$ cat src/rtl/bin_to_decimal_pkg.sv
// Shared widths, FSM state and accumulator layout for bin_to_decimal.
// Imported by the converter top and its digit-adjust helper.
package bin_to_decimal_pkg;

    localparam int BIN_W       = 7;
    localparam int DIGIT_W     = 4;
    localparam int HUND_W      = 2;
    localparam int SHIFT_STEPS = 7;
    localparam int COUNT_W     = 3;

    typedef enum logic [1:0] {
        LOAD,
        SHIFT,
        UPDATE
    } state_t;

    typedef struct packed {
        logic [HUND_W-1:0]  hund;
        logic [DIGIT_W-1:0] tens;
        logic [DIGIT_W-1:0] ones;
    } bcd_t;

endpackage

$ cat src/rtl/bcd_digit_adj.sv
// Double-dabble digit correction: add 3 to a BCD digit of 5 or more
// so the following left shift carries into the next decade.
module bcd_digit_adj
    import bin_to_decimal_pkg::*;
(
    input  logic [DIGIT_W-1:0] digit,
    output logic [DIGIT_W-1:0] adj
);

    assign adj = (digit >= DIGIT_W'(5)) ? digit + DIGIT_W'(3) : digit;

endmodule

$ cat src/rtl/bin_to_decimal.sv
// Free-running 7-bit binary to two-digit BCD converter (double dabble).
// Define BIN_TO_DECIMAL_CLAMP_EN to saturate 100..127 at 99.
module bin_to_decimal
    import bin_to_decimal_pkg::*;
(
    input  logic               clk_i,
    input  logic               rst_i,
    input  logic [BIN_W-1:0]   bin_i,
    output logic [DIGIT_W-1:0] tens_o,
    output logic [DIGIT_W-1:0] ones_o
);

    state_t             state;
    logic [BIN_W-1:0]   sreg;
    bcd_t               acc;
    logic [COUNT_W-1:0] cnt;
    logic [DIGIT_W-1:0] tens_adj;
    logic [DIGIT_W-1:0] ones_adj;

    // Hundreds never exceeds 1, so it needs no correction stage.
    bcd_digit_adj u_adj_tens (
        .digit (acc.tens),
        .adj   (tens_adj)
    );

    bcd_digit_adj u_adj_ones (
        .digit (acc.ones),
        .adj   (ones_adj)
    );

    always_ff @(posedge clk_i or posedge rst_i) begin
        if (rst_i) begin
            state  <= LOAD;
            sreg   <= '0;
            acc    <= '0;
            cnt    <= '0;
            tens_o <= '0;
            ones_o <= '0;
        end else begin
            unique case (state)
                LOAD: begin
                    sreg  <= bin_i;
                    acc   <= '0;
                    cnt   <= '0;
                    state <= SHIFT;
                end
                SHIFT: begin
                    {acc, sreg} <= {acc.hund, tens_adj, ones_adj, sreg} << 1;
                    cnt <= cnt + 1'b1;
                    if (cnt == COUNT_W'(SHIFT_STEPS - 1)) begin
                        state <= UPDATE;
                    end
                end
                UPDATE: begin
`ifdef BIN_TO_DECIMAL_CLAMP_EN
                    if (acc.hund != '0) begin
                        tens_o <= DIGIT_W'(9);
                        ones_o <= DIGIT_W'(9);
                    end else begin
                        tens_o <= acc.tens;
                        ones_o <= acc.ones;
                    end
`else
                    tens_o <= acc.tens;
                    ones_o <= acc.ones;
`endif
                    state <= LOAD;
                end
                default: begin
                    state <= LOAD;
                end
            endcase
        end
    end

endmodule

$ cat config.mk
export PLATFORM = sky130hd
export DESIGN_NAME = bin_to_decimal
export DESIGN_NICKNAME = d
export VERILOG_FILES = /design/src/rtl/bin_to_decimal_pkg.sv /design/src/rtl/bcd_digit_adj.sv /design/src/rtl/bin_to_decimal.sv
export SDC_FILE = /design/constraint.sdc
export NUM_CORES = 1
export LEC_CHECK = 0
export CAP_MARGIN = 40
export CORE_MARGIN = 5
export CORE_UTILIZATION = 48
export DETAILED_ROUTE_END_ITERATION = 12
export HOLD_SLACK_MARGIN = 0.03
export PLACE_DENSITY = 0.74
export SYNTH_ARGS = -nofsm -noshare
export SYNTH_HDL_FRONTEND = slang
export SYNTH_SLANG_ARGS = --single-unit
$ cat constraint.sdc
create_clock -name clk_i -period 1.39 [get_ports clk_i]
set_input_delay 0.417 -clock clk_i [delete_from_list [all_inputs] [get_ports clk_i]]
set_output_delay 0.417 -clock clk_i [all_outputs]
set_load 0.02 [all_outputs]
==> Yosys cells after proc, flatten, opt, wreduce, memory -nomap -nowiden <==
Cells that the tools add are included.
{ "word_totals": {"regBits": 28, "in_bits": 9, "output_inout_bits": 8, "wordCells": 25} }
{ "classes": {"addsub": 3, "n_lt_le_gt_ge": 2, "eq_ne": 4, "mux": 7, "n_reduce_logical": 2} }
{ "ops": {"columns": ["op", "n"], "rows": [
  ["$pmux 8 s2", 1],
  ["$pmux 7 s2", 1],
  ["$ge 4x3->1 const B", 2],
  ["$pmux 3 s2", 1],
  ["$add 4x2->4 const B", 1],
  ["$mux 4", 1],
  ["$pmux 2 s2", 1],
  ["$add 3x1->3 const B", 1],
  ["$add 3x2->3 const B", 1],
  ["$eq 3x3->1 const B", 1],
  ["$mux 3", 1],
  ["$eq 2x1->1 const B", 1],
  ["$eq 2x2->1 const B", 1],
  ["$logic_not 2->1", 1],
  ["$mux 2", 1],
  ["$ne 2x2->1 const B", 1],
  ["$reduce_bool 2->1", 1]
]} }

==> Logic depth before layout (Yosys ltp) <==
{ "logic_depth": {"depth_word": 3, "depth_mapped": 5, "depth_no_buf": 5} }

==> Modules after synthesis <==
Synthesis repeated with hierarchy kept, for this count alone.
{ "unflattened": {"hier_cells": 121, "hier_area_um2": 1365.1} }
{ "by_module_without_submodules": {"columns": ["module", "n_inst", "cells_each", "area_each_um2", "seq_area_each_um2"], "rows": [
  ["bin_to_decimal", 1, 89, 1162.4, 700.7],
  ["bcd_digit_adj", 2, 16, 101.3, 0.0]
]} }

==> Worst setup path after synthesis <==
OpenSTA, ideal clock, no wires.
{ "synth_timing": {"path_type": "reg2reg", "start": "reg acc[0] (netlist name)", "end": "reg acc[1] (netlist name)", "setup_ps": 66, "arrival_time_ps": 1270, "required_ps": 1324, "path_slack_ps": 54, "path_stages_with_launch": 5, "n_path_buf": 0, "synth_period_minus_slack_ps": 1336, "path_cell_list": "dfrtp_1 -> ha_1 -> nand2b_1 -> a2111oi_0 -> a221o_1"} }
{ "synth_between": {"elab_chain_cells": 3, "word_cells_on_any_way": 4, "cone_classes": "add/sub: 1; order compare: 1; mux: 2"} }
{ "synth_rtl": {"columns": ["element", "line", "source"], "rows": [
  ["start: declaration", "bin_to_decimal.sv:15", "bcd_t acc;"],
  ["start signal: assignment", "bin_to_decimal.sv:48", "{acc, sreg} <= {acc.hund, tens_adj, ones_adj, sreg} << 1;"],
  ["$add 4x2->4 / $ge 4x3->1 (equally long branches)", "bcd_digit_adj.sv:10", "assign adj = (digit >= DIGIT_W'(5)) ? digit + DIGIT_W'(3) : digit;"],
  ["$mux 4 (*)", "bcd_digit_adj.sv:10", null],
  ["$pmux 8 s2 (*)", "bin_to_decimal.sv:40", "unique case (state)"]
]} }
Mark *: on every way between the ends. The rest lies on a longest branch, timed or not.
A chain may end at the register's enable or synchronous reset.

==> Worst setup path after layout <==
{ "layout_timing": {"start": "reg acc[1] (netlist name)", "end": "reg acc[2] (netlist name)"} }
Same word-level chain as after synthesis.

==> results.md <==
* Setup WS post-layout at roughly 0.017 ns
* I/O pin count at 17
* Post-synthesis sequential area ratio at 53.3%
* Mux cell area share after synthesis at 7.90%
* DR DRC count at 0
* Root buffer cell: clkbuf_4
* Initial antenna violation count at 0
* Largest family of logic cells by synthesized area: compound AO/OA/AOI/OAI gates
* Worst slew pin tran at approximately 0.38 ns
* Synth Area in Compound Gates at between 10% and 20%
* Switching power at 436 µW
* Via-per-instance ratio at ~5.4
* Crit path largest cell delay at 0.40 ns
* Layout Nets at approximately 180
* Tmin final at approximately 1.4 ns
* RSZ-0062 raised after global routing: yes
* Fill count at approximately 210
* Initial core utilization at approximately half
* Pre-CTS WS at -0.0741 ns
* # diodes at 0
* Worst R2R Setup Slack at 0.02 ns
* IR drop worst, VDD at 0.696 mV
* Hold_ws at around 0.39 ns
* Number of DRC markers in iteration 0 at 19
* Yosys reg bits at 28
* Synth async-reset ratio at 100%
* Setup TNS at 0 ns
* CP delay by family, top: compound AO/OA/AOI/OAI gates
* Area contributors post-synth: dfrtp_1, o21ai_0, nand2_1, ha_1, mux2i_1
* CP Launch Type: flop
* Sequential Power Share at about 52%
* Post-synthesis simple-gate area fraction at 11.4%
* MaxCap Viol Count at 0
* Synth Cell Area at 1310 µm²
* Final Hold Violating Endpoints at 0
* Area Overhead vs Synth at 33.6%
* Layout Cells excl Fill at roughly 190
* Critical path arrival at 1.61 ns
* H-tree depth at 1
* Post-Syn Nets at 142
* CTS max path bufs at 2
* Clock Power Share at a little under a third
* Post-Syn Instances at roughly 130
* Count leader, synth: dfrtp_1
* Max Clk Rate at 0.728 GHz
* Die Y at ~62 µm
* Via Count at a little over 1,000
* DP Wirelength at approximately 1800 µm
* Crit path capture type: flop
* Final setup fails at 0
* Dpl cell area at ~1600 µm²
* Core outline area at between 2000 and 3000 µm²
* Slowest-stage cell, CP: dfrtp_1
* Comb pwr share at roughly 16%
* Clock Latency Late Sink at 0.33 ns
* Storage element area at 701 µm²
* Die width at between 60 and 70 µm
* CTS tree: done
* Max FO, Critical Path at 4
* EDFF count, synth at 0
* Status: finished clean
* Slew headroom at between 70% and 80%
* Port bufs at 16
* Gr ovfl total at 0
* CP bufs+invs at 1
* Final ANT Viol Nets at 0
* Sw Ratio at between 20% and 30%
* Placed cell count at 180
* Synth warn at 0
* Post-Synth Adder-Cell Area at 5.71%
* Top cells by count, synth: dfrtp_1, nand2_1, o21ai_0
* Crit path cell chain: inv_2, ha_2, nand2b_4, a21o_1, a221o_1
* Worst EP required at about 1.6 ns
* Lkg Pwr at roughly 0.00085 µW
* Setup CP Type: reg2reg
* Clock transition at path regs at 0.17 ns
* P_int at roughly 1300 µW
* All-Layer GR Usage at 14.6%
* First-pass GRT wire length at ~4800 µm
* Final instance area at about 1800 µm²
* # clock sinks at 28
* Std cell rows at 19
* DR pass1 iterations at 4
* Dominant cell type by area after synthesis: dfrtp_1
* Hold Buf Count CTS at 0
* Num CTS Buffers at 3
* Multi-input gate area at roughly 650 µm²
* HP Class: in2async
* Syn Area/Cell at 10.3 µm²
* Vias in the first global route at around 1,100
* RePlAce Congestion at roughly 0.71
* Pin count of the biggest net entering global routing at 29
* WL final at 2730 µm
* PwrDens at about 990 nW/µm²
* Synth Flop Type: dfrtp_1
* DR WL/cell at ~14 µm
* Final slew viol count at 0
* Top-area cell type share of the netlist area at 53.3%
* Worst clock skew at 0.0142 ns
* Period utilisation layout at a little over nine tenths
* Post-synthesis xor/xnor area fraction at less than 1%
* Die ar. at between 3000 and 4000 µm²
* Synth cell types at 27
* Ratio of cells with drive above 1 in the final layout at between 30% and 40%
-- logic make-up after synthesis --
family,after synthesis
AOI/OAI and AO/OA,34
muxes,10
xor gates and xnor gates,1
buffers and inverters,14
adders and majority gates,6
and+or+nand+nor,34
DFF,28
-- per-stage QoR --
step	util, %	power (µW)
5_1_grt	65.3	1810
6_report	65.3	1730
2_1_floorplan	-	1060
4_1_cts	62.2	1720
3_3_place_gp	59.3	1210
3_5_place_dp	59.3	1220
-- state kept, by name, summed over array words and instances (netlist names) --
register / count
ones_o: 4
sreg: 7
tens_o: 4
state: 2
cnt: 3
acc: 8
-- what timing repair did --
| action | 4_1_cts | 5_1_grt |
|---|---|---|
| pin swaps | 0 | 4 |
| setup endpoints to repair | 11 | 9 |
| gates cloned | 0 | 0 |
| hold endpoints to repair | 0 | 0 |
| buffers inserted | 4 | 3 |
| resized for setup | 42 | 14 |
-- cells in the final DEF, fill, tap and decap left out, types with 4 or more instances in the layout --
cell type | synthesis | layout
clkdlybuf4s50_1 | 0 | 8
inv_2 | 0 | 4
buf_2 | 3 | 8
dfrtp_1 | 28 | 28
o21ai_0 | 17 | 15
buf_4 | 0 | 19
nor2_1 | 5 | 5
nand2_1 | 21 | 21
mux2i_1 | 7 | 7
-- power groups by stage --
stage               clock network, µW  logic (µW)  registers (µW)
global placement                    0         289             919
finish                            543         282             907
detailed placement                  0         298             925
global route                      583         312             916
CTS                               547         269             907
floorplan                           0        79.2             980
-- worst paths after layout --
path	endpoint	start	cells after the start
max in group asynchronous	tens_o[3]$_DFFE_PP0N_	rst_i	3
worst min register to register	tens_o[0]$_DFFE_PP0N_	tens_o[0]$_DFFE_PP0N_	2
min in group clk_i	tens_o[0]$_DFFE_PP0N_	tens_o[0]$_DFFE_PP0N_	2
worst min-delay path	state[1]$_DFFE_PP0P_	rst_i	3
worst max register to register	acc[2]$_DFFE_PP0P_	acc[1]$_DFFE_PP0P_	5
worst max-delay path	acc[2]$_DFFE_PP0P_	acc[1]$_DFFE_PP0P_	5
-- metal layers --
layer  global-route usage, %  vias to the layer above  routed length (µm)
met5                       0                        -                   0
met4                    5.84                        0                  38
met3                    2.70                        4                 108
met2                    26.2                       23                1340
met1                    17.0                      492                1240
li1                        -                      512                   -
-- area by class of cell --
class / instances / area share [%]
Multi-Input combinational cell: 85 / 37.3
Timing Repair Buffer: 36 / 16.1
Clock buffer: 3 / 1.28
Clock inverter: 1 / 1.71
Tap cell: 31 / 2.21
Inverter: 7 / 1.50
Sequential cell: 28 / 39.9
-- tightest hold or removal path, cell delays in order --
cell and delay, ns:
clkdlybuf4s50_1 0.39, inv_1 0.09, buf_12 0.19
Power figures use the tool's default switching activity.
